<file path="config.mk">
export PLATFORM = sky130hd
export DESIGN_NAME = uart_tx_engine
export DESIGN_NICKNAME = d
export VERILOG_FILES = /design/src/rtl/fwrisc_uart_pkg.sv /design/src/rtl/uart_baud_tick.sv /design/src/rtl/uart_tx_engine.sv
export SDC_FILE = /design/constraint.sdc
export NUM_CORES = 1
export LEC_CHECK = 0
export CORE_MARGIN = 10
export CORE_UTILIZATION = 50
export CTS_BUF_LIST = sky130_fd_sc_hd__clkbuf_8
export CTS_CLUSTER_DIAMETER = 150
export DETAILED_ROUTE_END_ITERATION = 16
export GPL_ROUTABILITY_DRIVEN = 0
export PLACE_DENSITY = 0.74
export SLEW_MARGIN = 20
export SYNTH_ARGS = -nofsm -noshare
export SYNTH_HDL_FRONTEND = slang
export SYNTH_SLANG_ARGS = --single-unit
</file>
<file path="constraint.sdc">
create_clock -name clk -period 5 [get_ports clk]
set_input_delay 0.75 -clock clk [delete_from_list [all_inputs] [get_ports clk]]
set_output_delay 0.75 -clock clk [all_outputs]
set_load 0.03 [all_outputs]
</file>
<file path="src/rtl/fwrisc_uart_pkg.sv">
// Shared UART types and constants: TX state encoding, frame length, line levels.
package fwrisc_uart_pkg;

    typedef enum logic [2:0] {
        IDLE,
        FETCH,
        START,
        DATA,
        STOP,
        PARITY
    } tx_state_e;

    localparam int UART_DATA_BITS = 8;
    localparam int FRAME_BITS     = 1 + UART_DATA_BITS + 1;

    localparam logic LINE_IDLE  = 1'b1;
    localparam logic LINE_START = 1'b0;

endpackage

</file>
<file path="src/rtl/uart_baud_tick.sv">
// Baud-rate down-counter: ticks once every div+1 clocks; load restarts the count.
module uart_baud_tick #(
    parameter int DIV_WIDTH = 16
) (
    input  logic                 clk,
    input  logic                 reset,
    input  logic                 load,
    input  logic [DIV_WIDTH-1:0] div,
    output logic                 tick
);

    logic [DIV_WIDTH-1:0] cnt;

    always_ff @(posedge clk) begin
        if (reset)
            cnt <= '0;
        else if (load || cnt == '0)
            cnt <= div;
        else
            cnt <= cnt - DIV_WIDTH'(1);
    end

    // A load cycle never counts as a bit boundary.
    assign tick = (cnt == '0) && !load;

endmodule

</file>
<file path="src/rtl/uart_tx_engine.sv">
// UART transmit engine: pops the TX FIFO and serializes 8N1 frames onto txd_o.
// Define UART_TX_PARITY_EN to add a parity bit (parity_odd_i selects odd/even).
module uart_tx_engine
    import fwrisc_uart_pkg::*;
#(
    parameter int DATA_WIDTH = 8,
    parameter int DIV_WIDTH  = 16
) (
    input  logic                  clk,
    input  logic                  reset,
    input  logic [DIV_WIDTH-1:0]  baud_div_i,
    input  logic                  tx_en_i,
`ifdef UART_TX_PARITY_EN
    input  logic                  parity_odd_i,
`endif
    output logic                  tx_fifo_rd_en_o,
    input  logic [DATA_WIDTH-1:0] tx_fifo_rdata_i,
    input  logic                  tx_fifo_empty_i,
    output logic                  txd_o,
    output logic                  tx_busy_o,
    output logic                  tx_done_o
);

    localparam int IDX_W = (DATA_WIDTH > 1) ? $clog2(DATA_WIDTH) : 1;

    tx_state_e             state, next_state;
    logic [DATA_WIDTH-1:0] shift, shift_next;
    logic [IDX_W-1:0]      idx;
    logic [DIV_WIDTH-1:0]  div_q, cnt_div;
    logic                  tick, load, can_pop, last_bit;
    logic                  txd_q, txd_next;
`ifdef UART_TX_PARITY_EN
    logic                  par_q;
`endif

    assign can_pop  = tx_en_i && !tx_fifo_empty_i;
    assign last_bit = (idx == IDX_W'(DATA_WIDTH - 1));
    assign load     = (state == FETCH);
    // div_q is being written in FETCH, so the counter loads the live divisor then.
    assign cnt_div  = load ? baud_div_i : div_q;

    uart_baud_tick #(.DIV_WIDTH(DIV_WIDTH)) u_baud (
        .clk   (clk),
        .reset (reset),
        .load  (load),
        .div   (cnt_div),
        .tick  (tick)
    );

    always_ff @(posedge clk) begin
        if (reset)
            state <= IDLE;
        else
            state <= next_state;
    end

    always_comb begin
        next_state = state;
        case (state)
            IDLE:  if (can_pop) next_state = FETCH;
            FETCH: next_state = START;
            START: if (tick) next_state = DATA;
            DATA:  if (tick && last_bit)
`ifdef UART_TX_PARITY_EN
                       next_state = PARITY;
            PARITY: if (tick) next_state = STOP;
`else
                       next_state = STOP;
`endif
            STOP:  if (tick) next_state = can_pop ? FETCH : IDLE;
            default: next_state = IDLE;
        endcase
    end

    always_comb begin
        tx_fifo_rd_en_o = 1'b0;
        tx_done_o       = 1'b0;
        tx_busy_o       = (state != IDLE);
        if (!reset) begin
            case (state)
                IDLE: tx_fifo_rd_en_o = can_pop;
                STOP: begin
                    tx_done_o       = tick;
                    tx_fifo_rd_en_o = tick && can_pop;
                end
                default: ;
            endcase
        end
    end

    always_comb begin
        shift_next = shift;
        if (state == FETCH)
            shift_next = tx_fifo_rdata_i;
        else if (state == DATA && tick)
            shift_next = shift >> 1;
    end

    // txd is computed from the upcoming state so the flop lines up with it.
    always_comb begin
        txd_next = LINE_IDLE;
        case (next_state)
            START:  txd_next = LINE_START;
            DATA:   txd_next = shift_next[0];
`ifdef UART_TX_PARITY_EN
            PARITY: txd_next = par_q;
`endif
            default: txd_next = LINE_IDLE;
        endcase
    end

    always_ff @(posedge clk) begin
        if (reset) begin
            txd_q <= LINE_IDLE;
            shift <= '0;
            idx   <= '0;
            div_q <= '0;
        end else begin
            txd_q <= txd_next;
            shift <= shift_next;
            if (state == FETCH)
                div_q <= baud_div_i;
            if (state == START)
                idx <= '0;
            else if (state == DATA && tick)
                idx <= idx + IDX_W'(1);
        end
    end

`ifdef UART_TX_PARITY_EN
    always_ff @(posedge clk) begin
        if (reset)
            par_q <= 1'b0;
        else if (state == FETCH)
            par_q <= (^tx_fifo_rdata_i) ^ parity_odd_i;
    end
`endif

    assign txd_o = txd_q;

endmodule

</file>
Yosys cells after proc, flatten, opt, wreduce, memory -nomap -nowiden --
Index checks and enable logic that the tools add are counted.
Storage, ports and cells: register bits after elaboration 47, bits of input ports 28, output and inout port bits 4, logic and storage cells 44
Operators by class: add/sub/neg operators 2, eq/ne operators 7, muxes and demuxes 15, reductions and logical operators 13
Operators by type and width (count):
- $mux 16 | 2
- $logic_not 16->1 | 1
- $mux 8 | 2
- $sub 16x1->16 const B | 1
- $pmux 3 s5 | 1
- $eq 3x2->1 const B | 4
- $mux 3 | 4
- $eq 3x3->1 const B | 2
- $logic_and 1x1->1 | 5
- $mux 1 | 4
- $pmux 1 s2 | 2
- $add 3x1->3 const B | 1
- $eq 3x1->1 const B | 1
- $logic_not 3->1 | 1
- $reduce_bool 3->1 | 1
- $logic_not 1->1 | 2
- $reduce_bool 2->1 | 1
- $reduce_or 2->1 | 1
- $logic_or 1x1->1 | 1

Longest topological paths before layout --
Gate-level depths: netlist of run 1.
word-level depth 8, depth in mapped cells 8, depth with buffers taken out 7

Cells and area by module --
Synthesis of run 1 repeated with hierarchy kept, for this count alone.
Second synthesis, totals: cell total of the unflattened synthesis 236, area total of the unflattened synthesis 2302.2 µm²
Modules (own cells, without submodules):
- uart_tx_engine | times used 1, cells each 132, area each 1383.8 µm², sequential area each 620.6 µm²
- uart_baud_tick | times used 1, cells each 104, area each 918.4 µm², sequential area each 320.3 µm²

Worst setup path before layout of run 1 --
Ideal clock, no wire load.
path kind register to output, from register u_baud.cnt[4], to output tx_fifo_rd_en_o, data arrival time 2.246 ns, data required time 4.250 ns, path slack 2.004 ns, cell stages (with the launch flop) 6, path buffers 1, cell sequence dfxtp_1 > or4_4 > or3_4 > or3_4 > buf_6 > a21oi_1
On the way: word-level cells in the longest chain between the ends 5
Ends and longest elaborated chain:
- start, declared | line uart_baud_tick.sv:12 | logic [DIV_WIDTH-1:0] cnt;
- start signal, assigned | line uart_baud_tick.sv:18 | cnt <= div;
- start signal, assigned | line uart_baud_tick.sv:20 | cnt <= cnt - DIV_WIDTH'(1);
- $logic_not 16->1 | line uart_baud_tick.sv:24 | assign tick = (cnt == '0) && !load;
- $logic_and 1x1->1 | line uart_baud_tick.sv:24
- $logic_and 1x1->1 | line uart_tx_engine.sv:84 | tx_fifo_rd_en_o = tick && can_pop;
- $pmux 1 s2 | line uart_tx_engine.sv:80 | case (state)
- $mux 1 | line uart_tx_engine.sv:79 | if (!reset) begin
- end, declared | line uart_tx_engine.sv:16 | output logic tx_fifo_rd_en_o,
No other way between the ends.

Final worst setup path of run 1 --
from register u_baud.cnt[13], to output tx_fifo_rd_en_o
The elaborated chain is that of the path after synthesis.

==> results of run 1 <==
cell families (layout without fill, tap and decap cells):
group | after synthesis | after routing | share of synthesized area [%]
muxes | 2 | 2 | 0.888
buffers and inverters | 22 | 46 | 4.11
AOI/OAI and AO/OA | 79 | 79 | 21.3
adders and majority gates | 3 | 3 | 1.67
DFF | 47 | 47 | 41.8
and+or+nand+nor | 127 | 127 | 28.4
xor gates and xnor gates | 5 | 5 | 1.94
sequential cells by signal, summed over array words and instances, names as in the netlist:
signal / flops
shift: 8
txd_o: 1
u_baud.cnt: 16
state: 3
div_q: 16
idx: 3
routing by layer:
| metal | routed length [um] | share of wire (%) |
|---|---|---|
| met5 | 0 | 0 |
| met4 | 99 | 1.9 |
| met3 | 242 | 4.6 |
| met2 | 2430 | 46 |
| met1 | 2510 | 48 |
worst max-delay path, delay by kind of cell, from the launching register on:
kind	cells	cell delay, ps
compound gates	1	170
flops	1	350
buf+inv	1	690
simple gates	3	1390
through the flow:
stage	instance area [sq um]	power, mW	utilization [%]
after floorplan	2250	1.07	-
after global placement	2580	1.22	59.2
after detailed placement	2580	1.23	59.2
after CTS	2660	1.45	61.0
after global routing	2660	1.57	61.0
final	2660	1.45	61.0
worst paths after layout:
kind                                  start  depth (start not counted)                     to  slack, ps
hold reg to reg       shift[5]$_SDFFE_PP0P_                          2  shift[5]$_SDFFE_PP0P_        460
hold / removal        shift[5]$_SDFFE_PP0P_                          2  shift[5]$_SDFFE_PP0P_        460
setup / recovery  u_baud.cnt[13]$_SDFF_PP0_                          5        tx_fifo_rd_en_o       1330
setup reg to reg   u_baud.cnt[0]$_SDFF_PP0_                          8  shift[7]$_SDFFE_PP0P_       2600
report_power, final:
part / total, mW / internal (mW) / switching, mW
clock: 0.214 / 0.0941 / 0.120
combinational: 0.691 / 0.305 / 0.386
sequential: 0.543 / 0.455 / 0.0875
total: 1.45 / 0.854 / 0.593
cell usage after synthesis, drive strengths merged:
library cell | number | area, sq um
and3 | 2 | 12.5
mux2i | 2 | 20.0
o21ai | 12 | 60.1
nand2 | 46 | 173
a21oi | 35 | 175
nor4bb | 1 | 10.0
a31oi | 4 | 25.0
or4b | 1 | 10.0
or3 | 9 | 66.3
nor2 | 27 | 101
nor2b | 1 | 6.26
or2 | 4 | 25.0
or4 | 4 | 37.5
nand3 | 5 | 25.0
nor4 | 6 | 43.8
a22oi | 8 | 60.1
nor3 | 10 | 50.1
o211ai | 4 | 40.0
dfxtp | 47 | 941
buf | 4 | 25.0
o31a | 1 | 8.76
a21boi | 1 | 7.51
o41ai | 2 | 17.5
nand2b | 2 | 12.5
and2 | 1 | 6.26
clkbuf | 14 | 52.6
inv | 4 | 15.0
a211oi | 4 | 30.0
o31ai | 3 | 22.5
xor2 | 2 | 17.5
nand3b | 6 | 45.0
o22ai | 4 | 25.0
a21o | 1 | 7.51
nand4 | 1 | 6.26
ha | 3 | 37.5
nor4b | 1 | 8.76
xnor2 | 3 | 26.3
layout by cell type, fill, tap and decap left out, types with 3 or more instances in the layout:
master           instances
o31ai_1                  3
a22oi_1                  8
a211oi_1                 4
nand3_1                  5
nor3_1                  10
o21ai_0                  4
nor2_1                  26
dfxtp_1                 47
ha_1                     3
o22ai_1                  4
or2_2                    4
nand2_1                 46
clkbuf_8                 5
a31oi_1                  4
buf_4                    3
nand3b_1                 6
inv_1                    6
nor4_1                   5
or3_1                    7
o21ai_1                  8
a21oi_1                 35
clkdlybuf4s50_1         31
xnor2_1                  3
area by class of cell:
class	count	area, sq um	area share (%)
inverter	4	15.0	0.565
tap	52	65.1	2.45
clock inverter	3	12.5	0.471
timing repair buffer	34	333	12.5
multi-input combinational	216	1220	46.0
sequential	47	941	35.4
clock buffer	5	68.8	2.59
==> qor.csv, run 1 <==
metric,value,unit
Wirelength per Cell,14.6,um
final hold violation count,0,
CTS sink cnt,47,
Die ar.,0.00759,sq mm
hold buffers post-CTS,0,
"Most Used Layer, Global Route",met2,
1st-iter DRT viols,83,
status,completed,
Clock transition at path regs,80,ps
crit-path max FO,12,
post-route ant nets,0,
Crit Path Category,reg -> out,
RSZ-0062 raised after global routing,false,
Mapped Nets,316,
Crit path top cell by count,or3_4,
hpwl dp,3.87,mm
share of cells above drive strength 1,7.12,%
syn avg cell area,7.91,sq um
die height,87.1,um
Hold Slack,457,ps
grt met3 use,3.75,%
I/O Buffers,31,
TNS Setup,0,ps
H-Tree Depth,2,
area growth from synthesis to layout,17.9,%
vias in the first global route,1985,
CP required,4250,ps
Final Routed Wirelength,5.28,mm
Setup WS pre-CTS,1650,ps
Final period util,73.3,%
Synth Cell Area,0.00225,sq mm
max cap viols,0,
core box area,0.00435,sq mm
Initial DRT Pass Iterations,5,
WP data arrival,2920,ps
Yosys Warn Count,0,
antenna fix cells,0,
crit path time final,3670,ps
PwrDens,545,mW/mm^2
Rel. slew slack,52.0,%
Synth Register Bits,47,
pin count of the biggest net entering global routing,48,
via/cell ratio,5.85,
crit end category,output pin,
maximum vdd drop,0.251,mV
"critical path, cell by cell","or4_4, or3_4, or3_4, a21oi_1, clkdlybuf4s50_1",
fill count,383,
Hold Path Class,reg -> reg,
initial antenna violation count,0,
slack of the critical path,1330,ps
DR DRC count,0,
post-synthesis sequential area ratio,41.8,%
Final Non-Filler Cells,361,
Worst Skew,5.37,ps
post-placement cell count,353,
CTS buffer count,5,
GR Layer Usage met1,18.7,%
grt total ovfl,0,
CTS root buf,clkbuf_8,
met2 Track Usage GR,23.5,%
"Slowest-stage cell, CP",clkdlybuf4s50_1,
fin nets,339,
worst slew pin tran,715,ps
GRT Overall Usage,14.7,%
Critical Path Max Stage Delay,690,ps
CTS tree,done,
I/O Pins,32,
vias post-DR,2111,
Worst-Skew Late Latency,300,ps
Fmax achieved,273,MHz
Synth cell types,44,
# setup viols final,0,
Die Width,87.1,um
"Slew Viols, Final",0,
CP Launch Type,flip-flop,
Cells after Synth,285,
Clock Path Buffers,2,
Post-CTS Repair Setup Buffers,0,
LEAKAGE,0.952,nW
Initial Util,51.8,%
first-pass GRT wire length,9.22,mm
# rows,24,
post-cts resize count,0,
(Power assumes the default switching activity.)
==> run 2, diff against run 1 <==
clock period = 3.8 ns   (was 5 ns; I/O delays follow)
==> qor.csv, run 2 (synthesis results as in run 1) <==
metric,value,unit,change
status,completed,,
"commonest non-fill, non-tap cell in the layout",dfxtp_1,,
most frequent cells in the layout,"dfxtp_1, nand2_1, a21oi_1, clkdlybuf4s50_1, nor2_1",,
hpwl dp,3.81,mm,-1.4%
Fmax achieved,286,MHz,
area growth from synthesis to layout,18.3,%,
Clock Path Buffers,2,,unchanged
CTS sink cnt,47,,unchanged
WP data arrival,2920,ps,about the same
hold buffers post-CTS,0,,unchanged
vias in the first global route,2001,,+0.81%
via/cell ratio,5.70,,-2.6%
final instance area,0.00267,sq mm,+0.28%
dpl cell area,0.00258,sq mm,unchanged
Post-CTS Repair Setup Buffers,0,,unchanged
max cap viols,0,,unchanged
Clock transition at path regs,90,ps,about the same
FF-to-FF path depth,8,,unchanged
post-route ant nets,0,,unchanged
LEAKAGE,0.941,nW,-1.1%
share of cells above drive strength 1,7.77,%,+0.65 points
antenna fix cells,0,,unchanged
H-Tree Depth,2,,unchanged
crit-path max FO,12,,unchanged
Die Width,87.1,um,unchanged
Crit Path Category,reg -> out,,
grt total ovfl,0,,unchanged
CP required,3230,ps,-1020 ps
TNS Setup,0,ps,unchanged
CTS root buf,clkbuf_8,,
Die ar.,0.00759,sq mm,unchanged
fin nets,339,,unchanged
PwrDens,721,mW/mm^2,+32%
# rows,24,,unchanged
Initial DRT Pass Iterations,4,,-1
crit path time final,3490,ps,
# setup viols final,0,,unchanged
RSZ-0062 raised after global routing,false,,
pin count of the biggest net entering global routing,47,,-2.1%
I/O Pins,32,,unchanged
top flop regs,"div_q x16, u_baud.cnt x16, shift x8",,
DR DRC count,0,,unchanged
core box area,0.00435,sq mm,unchanged
crit path from,u_baud.cnt[4]$_SDFF_PP0_,,
Wirelength per Cell,14.7,um,+0.72%
r2r startpoint,u_baud.cnt[0]$_SDFF_PP0_,,
Rel. slew slack,60.3,%,+8.4 points
Final Routed Wirelength,5.32,mm,+0.72%
CTS tree,done,,
1st-iter DRT viols,94,,+13%
GRT Overall Usage,14.5,%,-0.15 points
Worst Setup EP,tx_fifo_rd_en_o,,
first-pass GRT wire length,9.12,mm,-1.1%
Final Non-Filler Cells,361,,unchanged
post-cts resize count,0,,unchanged
Final period util,91.9,%,
Worst-Skew Late Latency,310,ps,about the same
CP Launch Type,flip-flop,,
final hold violation count,0,,unchanged
maximum vdd drop,0.302,mV,+20%
die height,87.1,um,unchanged
CTS buffer count,5,,unchanged
crit end category,output pin,,
Initial Util,51.8,%,unchanged
Worst Skew,7.87,ps,+2.50 ps
"Slew Viols, Final",0,,unchanged
Worst R2R End,shift[7]$_SDFFE_PP0P_,,
R2R setup slack,1290,ps,-1310 ps
worst slew pin tran,591,ps,-125 ps
vias post-DR,2056,,-2.6%
initial antenna violation count,0,,unchanged
post-placement cell count,353,,unchanged
I/O Buffers,31,,unchanged
Hold Path Class,reg -> reg,,
[run 2: how the worst min path moves through the flow]
stage / to / cells past startpoint / from
global route: div_q[9]$_SDFF_PP0_ / 2 / div_q[9]$_SDFF_PP0_
floorplan: div_q[12]$_SDFF_PP0_ / 2 / div_q[12]$_SDFF_PP0_
detailed placement: shift[5]$_SDFFE_PP0P_ / 2 / shift[5]$_SDFFE_PP0P_
CTS: shift[5]$_SDFFE_PP0P_ / 2 / shift[5]$_SDFFE_PP0P_
finish: shift[5]$_SDFFE_PP0P_ / 2 / shift[5]$_SDFFE_PP0P_
global placement: shift[3]$_SDFFE_PP0P_ / 2 / shift[3]$_SDFFE_PP0P_
[run 2: final cells by class]
type                    count  area (sq um)
clock buffers               5          68.8
clock inverters             3          20.0
fillers                   401          1690
inverters                   4          15.0
multi-input cells         216          1220
flip-flops and latches     47           941
well taps                  52          65.1
repair buffers             34           333
[run 2: metrics by stage]
step | util (%) | hold slack (ps) | power (mW) | setup WS, ps
2_1_floorplan | - | 436 | 1.41 | 984
3_3_place_gp | 59.2 | 444 | 1.61 | 653
3_5_place_dp | 59.2 | 450 | 1.62 | 625
4_1_cts | 61.2 | 462 | 1.92 | 287
5_1_grt | 61.2 | 486 | 2.07 | 247
6_report | 61.2 | 460 | 1.92 | 307
[run 2: layer usage]
metal | vias up | track usage (%) | share of wire [%]
met2 | 29 | 23.1 | 44
met4 | 0 | 5.36 | 1.5
met1 | 953 | 18.3 | 51
met5 | - | 0 | 0
li1 | 1066 | - | -
met3 | 8 | 4.03 | 3.7
[run 2: power by group]
| part | switching (mW) | internal (mW) | total, mW | leakage (nW) |
|---|---|---|---|---|
| registers | 0.113 | 0.599 | 0.711 | 0.383 |
| clock network | 0.173 | 0.128 | 0.301 | 0.0402 |
| logic | 0.507 | 0.401 | 0.909 | 0.518 |
| total | 0.793 | 1.13 | 1.92 | 0.941 |
[run 2: critical path: stages, from the launching register on]
cell and delay (ps):
dfxtp_1 350, or4_4 550, or3_4 420, or3_4 440
a21oi_1 170, clkdlybuf4s50_1 690
==> run 3, diff against run 2 <==
SYNTH_HIERARCHICAL = 1   (was unset)
==> qor.csv, run 3 <==
metric,value,unit,change
hpwl dp,3.31,mm,-13%
RSZ-0062 raised after global routing,false,,
crit end category,output pin,,
GRT Overall Usage,13.0,%,-1.5 points
Critical Path Max Stage Delay,670,ps,-20 ps
most common library cells after synthesis,"dfxtp_1, a21oi_1, nor2_1, a211oi_1, and2b_1",,
cell with the most instances after synthesis,dfxtp_1,,
"critical path, cell by cell","inv_1, ha_1, or3b_2, nor2_1, nand2_1, nor4b_1, and4b_1, clkdlybuf4s50_1",,
first-pass GRT wire length,8.41,mm,-7.8%
total power,1.49,mW,-22%
final hold violation count,0,,unchanged
Worst R2R End,shift[5]$_SDFFE_PP0P_,,
maximum vdd drop,0.344,mV,+14%
CTS sink cnt,47,,unchanged
FF-to-FF path depth,11,,+3
worst slew pin tran,696,ps,+105 ps
CTS buffer count,5,,unchanged
grt total ovfl,0,,unchanged
hold path startpoint,shift[2]$_SDFFE_PP0P_,,
post-synth top area share,40.9,%,-0.89 points
dpl cell area,0.00262,sq mm,+1.8%
Die Width,87.9,um,+0.83%
PwrDens,552,mW/mm^2,-23%
combinational power share,37.1,%,-10 points
H-Tree Depth,2,,unchanged
R2R setup slack,850,ps,-440 ps
synth top area cells,"dfxtp_1, mux2_4, a21oi_1",,
TNS Setup,0,ps,unchanged
Cells after Synth,236,,-17%
Final period util,92.4,%,+0.47 points
Synth cell types,50,,+14%
Synth Register Bits,47,,unchanged
Setup WS pre-CTS,603,ps,-22.1 ps
Rel. slew slack,53.5,%,-6.8 points
pin count of the biggest net entering global routing,46,,-2.1%
sequential cell fraction of total power,43.4,%,+6.4 points
Wirelength per Cell,15.2,um,+3.1%
core box area,0.00441,sq mm,+1.4%
number of flops mapped to enable cells by yosys,0,,unchanged
max cap viols,0,,unchanged
share of cells above drive strength 1,14.0,%,+6.2 points
WP data arrival,2940,ps,+20 ps
CTS tree,done,,
Synth Flop Type,dfxtp_1,,
hold buffers post-CTS,0,,unchanged
Initial Util,52.2,%,+0.40 points
Internal,0.963,mW,-15%
via/cell ratio,5.81,,+2.0%
Hold Path Class,reg -> reg,,
Synth Cell Area,0.00230,sq mm,+2.2%
Die ar.,0.00772,sq mm,+1.7%
post-route ant nets,0,,unchanged
Hold Path End,shift[2]$_SDFFE_PP0P_,,
Psw,0.531,mW,-33%
DR DRC count,0,,unchanged
antenna fix cells,0,,unchanged
slack of the critical path,290,ps,-17.9 ps
most frequent cells in the layout,"dfxtp_1, clkdlybuf4s50_1, a21oi_1, nor2_1, a211oi_1",,
Initial DRT Pass Iterations,4,,unchanged
Post-CTS Repair Setup Buffers,0,,unchanged
vias post-DR,1841,,-10%
Fmax achieved,285,MHz,-0.51%
Clk pwr share,19.5,%,+3.8 points
Final Util,61.3,%,+0.13 points
Final Routed Wirelength,4.82,mm,-9.5%
top flop regs,"div_q x16, u_baud/cnt x16, shift x8",,
Yosys Warn Count,6,,+6
crit-path max FO,4,,-8
CTS root buf,clkbuf_8,,
CP Launch Type,flip-flop,,
post-synthesis sequential area ratio,40.9,%,-0.89 points
Worst Skew,10.3,ps,+2.47 ps
Clock transition at path regs,90,ps,about the same
status,completed,,
Clock Path Buffers,2,,unchanged
final instance area,0.00271,sq mm,+1.6%
Worst-Skew Late Latency,300,ps,about the same
cell taking the most area after synthesis,dfxtp_1,,
Mapped Nets,267,,-16%
die height,87.9,um,+0.83%
post-cts resize count,0,,unchanged
Crit Path Category,reg -> out,,
fin nets,295,,-13%
Hold Path Cell Cnt,2,,unchanged
# rows,24,,unchanged
initial antenna violation count,0,,unchanged
"Slowest-stage cell, CP",clkdlybuf4s50_1,,
syn avg cell area,9.76,sq um,+23%
vias in the first global route,1819,,-9.1%
Switching Fraction,35.6,%,-5.7 points
r2r startpoint,u_baud/cnt[0]$_SDFF_PP0_,,
"Slew Viols, Final",0,,unchanged
# setup viols final,0,,unchanged
I/O Pins,32,,unchanged
I/O Buffers,31,,unchanged
Async SR Flop Fraction,0,%,unchanged
1st-iter DRT viols,134,,+43%
area growth from synthesis to layout,17.6,%,
LEAKAGE,1.03,nW,+9.4%
crit path time final,3510,ps,+17.9 ps
"commonest non-fill, non-tap cell in the layout",dfxtp_1,,
CP required,3230,ps,about the same
## run 3: cell types whose count changed after synthesis, sizes merged, moves of 7 or more
| cell | delta |
|---|---|
| o21ai | -7 |
| a211oi | +8 |
| nand2 | -37 |
| clkbuf | -8 |
| and2b | +11 |
| nor2 | -7 |
| a21oi | -12 |
| mux2 | +16 |
## run 3: worst max-delay path, delay by kind of cell (launching register included)
kind,cells,cell delay [ps]
and+or+nand+nor,5,1370
adders and majority gates,1,190
buffers and inverters,2,750
DFF,1,340
## run 3: cell families after synthesis
kind of cell / share of synthesized area, %
adders and majority gates: 1.63
muxes: 10.3
DFF: 40.9
buffers and inverters: 3.75
xor gates and xnor gates: 4.95
and+or+nand+nor: 24.0
AOI/OAI and AO/OA: 14.5
## run 3: layout make-up
cell class	count	area (sq um)
Clock buffer	5	68.8
Tap cell	52	65.1
Clock inverter	3	16.3
Timing Repair Buffer	34	330
Multi-Input combinational cell	173	1270
Fill cell	394	1710
Sequential cell	47	941
Inverter	3	11.3
## run 3: routing by layer
metal / vias up / GRT usage [%] / share of wire [%]
met1: 889 / 15.7 / 46
li1: 909 / - / -
met4: 0 / 4.64 / 1.1
met2: 36 / 21.4 / 48
met3: 7 / 3.71 / 4.7
met5: - / 0 / 0
## run 3: worst max-delay path by stage
stage	cells after the start	from	endpoint	slack, ps
2_1_floorplan	8	u_baud/cnt[0]$_SDFF_PP0_	tx_fifo_rd_en_o	150
5_1_grt	8	u_baud/cnt[0]$_SDFF_PP0_	tx_done_o	70
3_3_place_gp	8	u_baud/cnt[0]$_SDFF_PP0_	tx_done_o	630
4_1_cts	8	u_baud/cnt[0]$_SDFF_PP0_	tx_done_o	260
6_report	8	u_baud/cnt[0]$_SDFF_PP0_	tx_done_o	290
3_5_place_dp	8	u_baud/cnt[0]$_SDFF_PP0_	tx_done_o	600
## run 3: power by group through the flow
stage                     Clock, mW  Combinational [mW]  Sequential [mW]
after floorplan                   0               0.443            0.640
after global placement            0               0.544            0.653
after detailed placement          0               0.550            0.656
after CTS                     0.296               0.552            0.645
after global routing          0.321               0.615            0.659
final                         0.291               0.554            0.648
## run 3: per-stage QoR
step / instances / hold WS, ps
floorplan: 236 / 436
global route: 317 / 484
detailed placement: 309 / 452
CTS: 317 / 467
global placement: 309 / 443
finish: 317 / 464
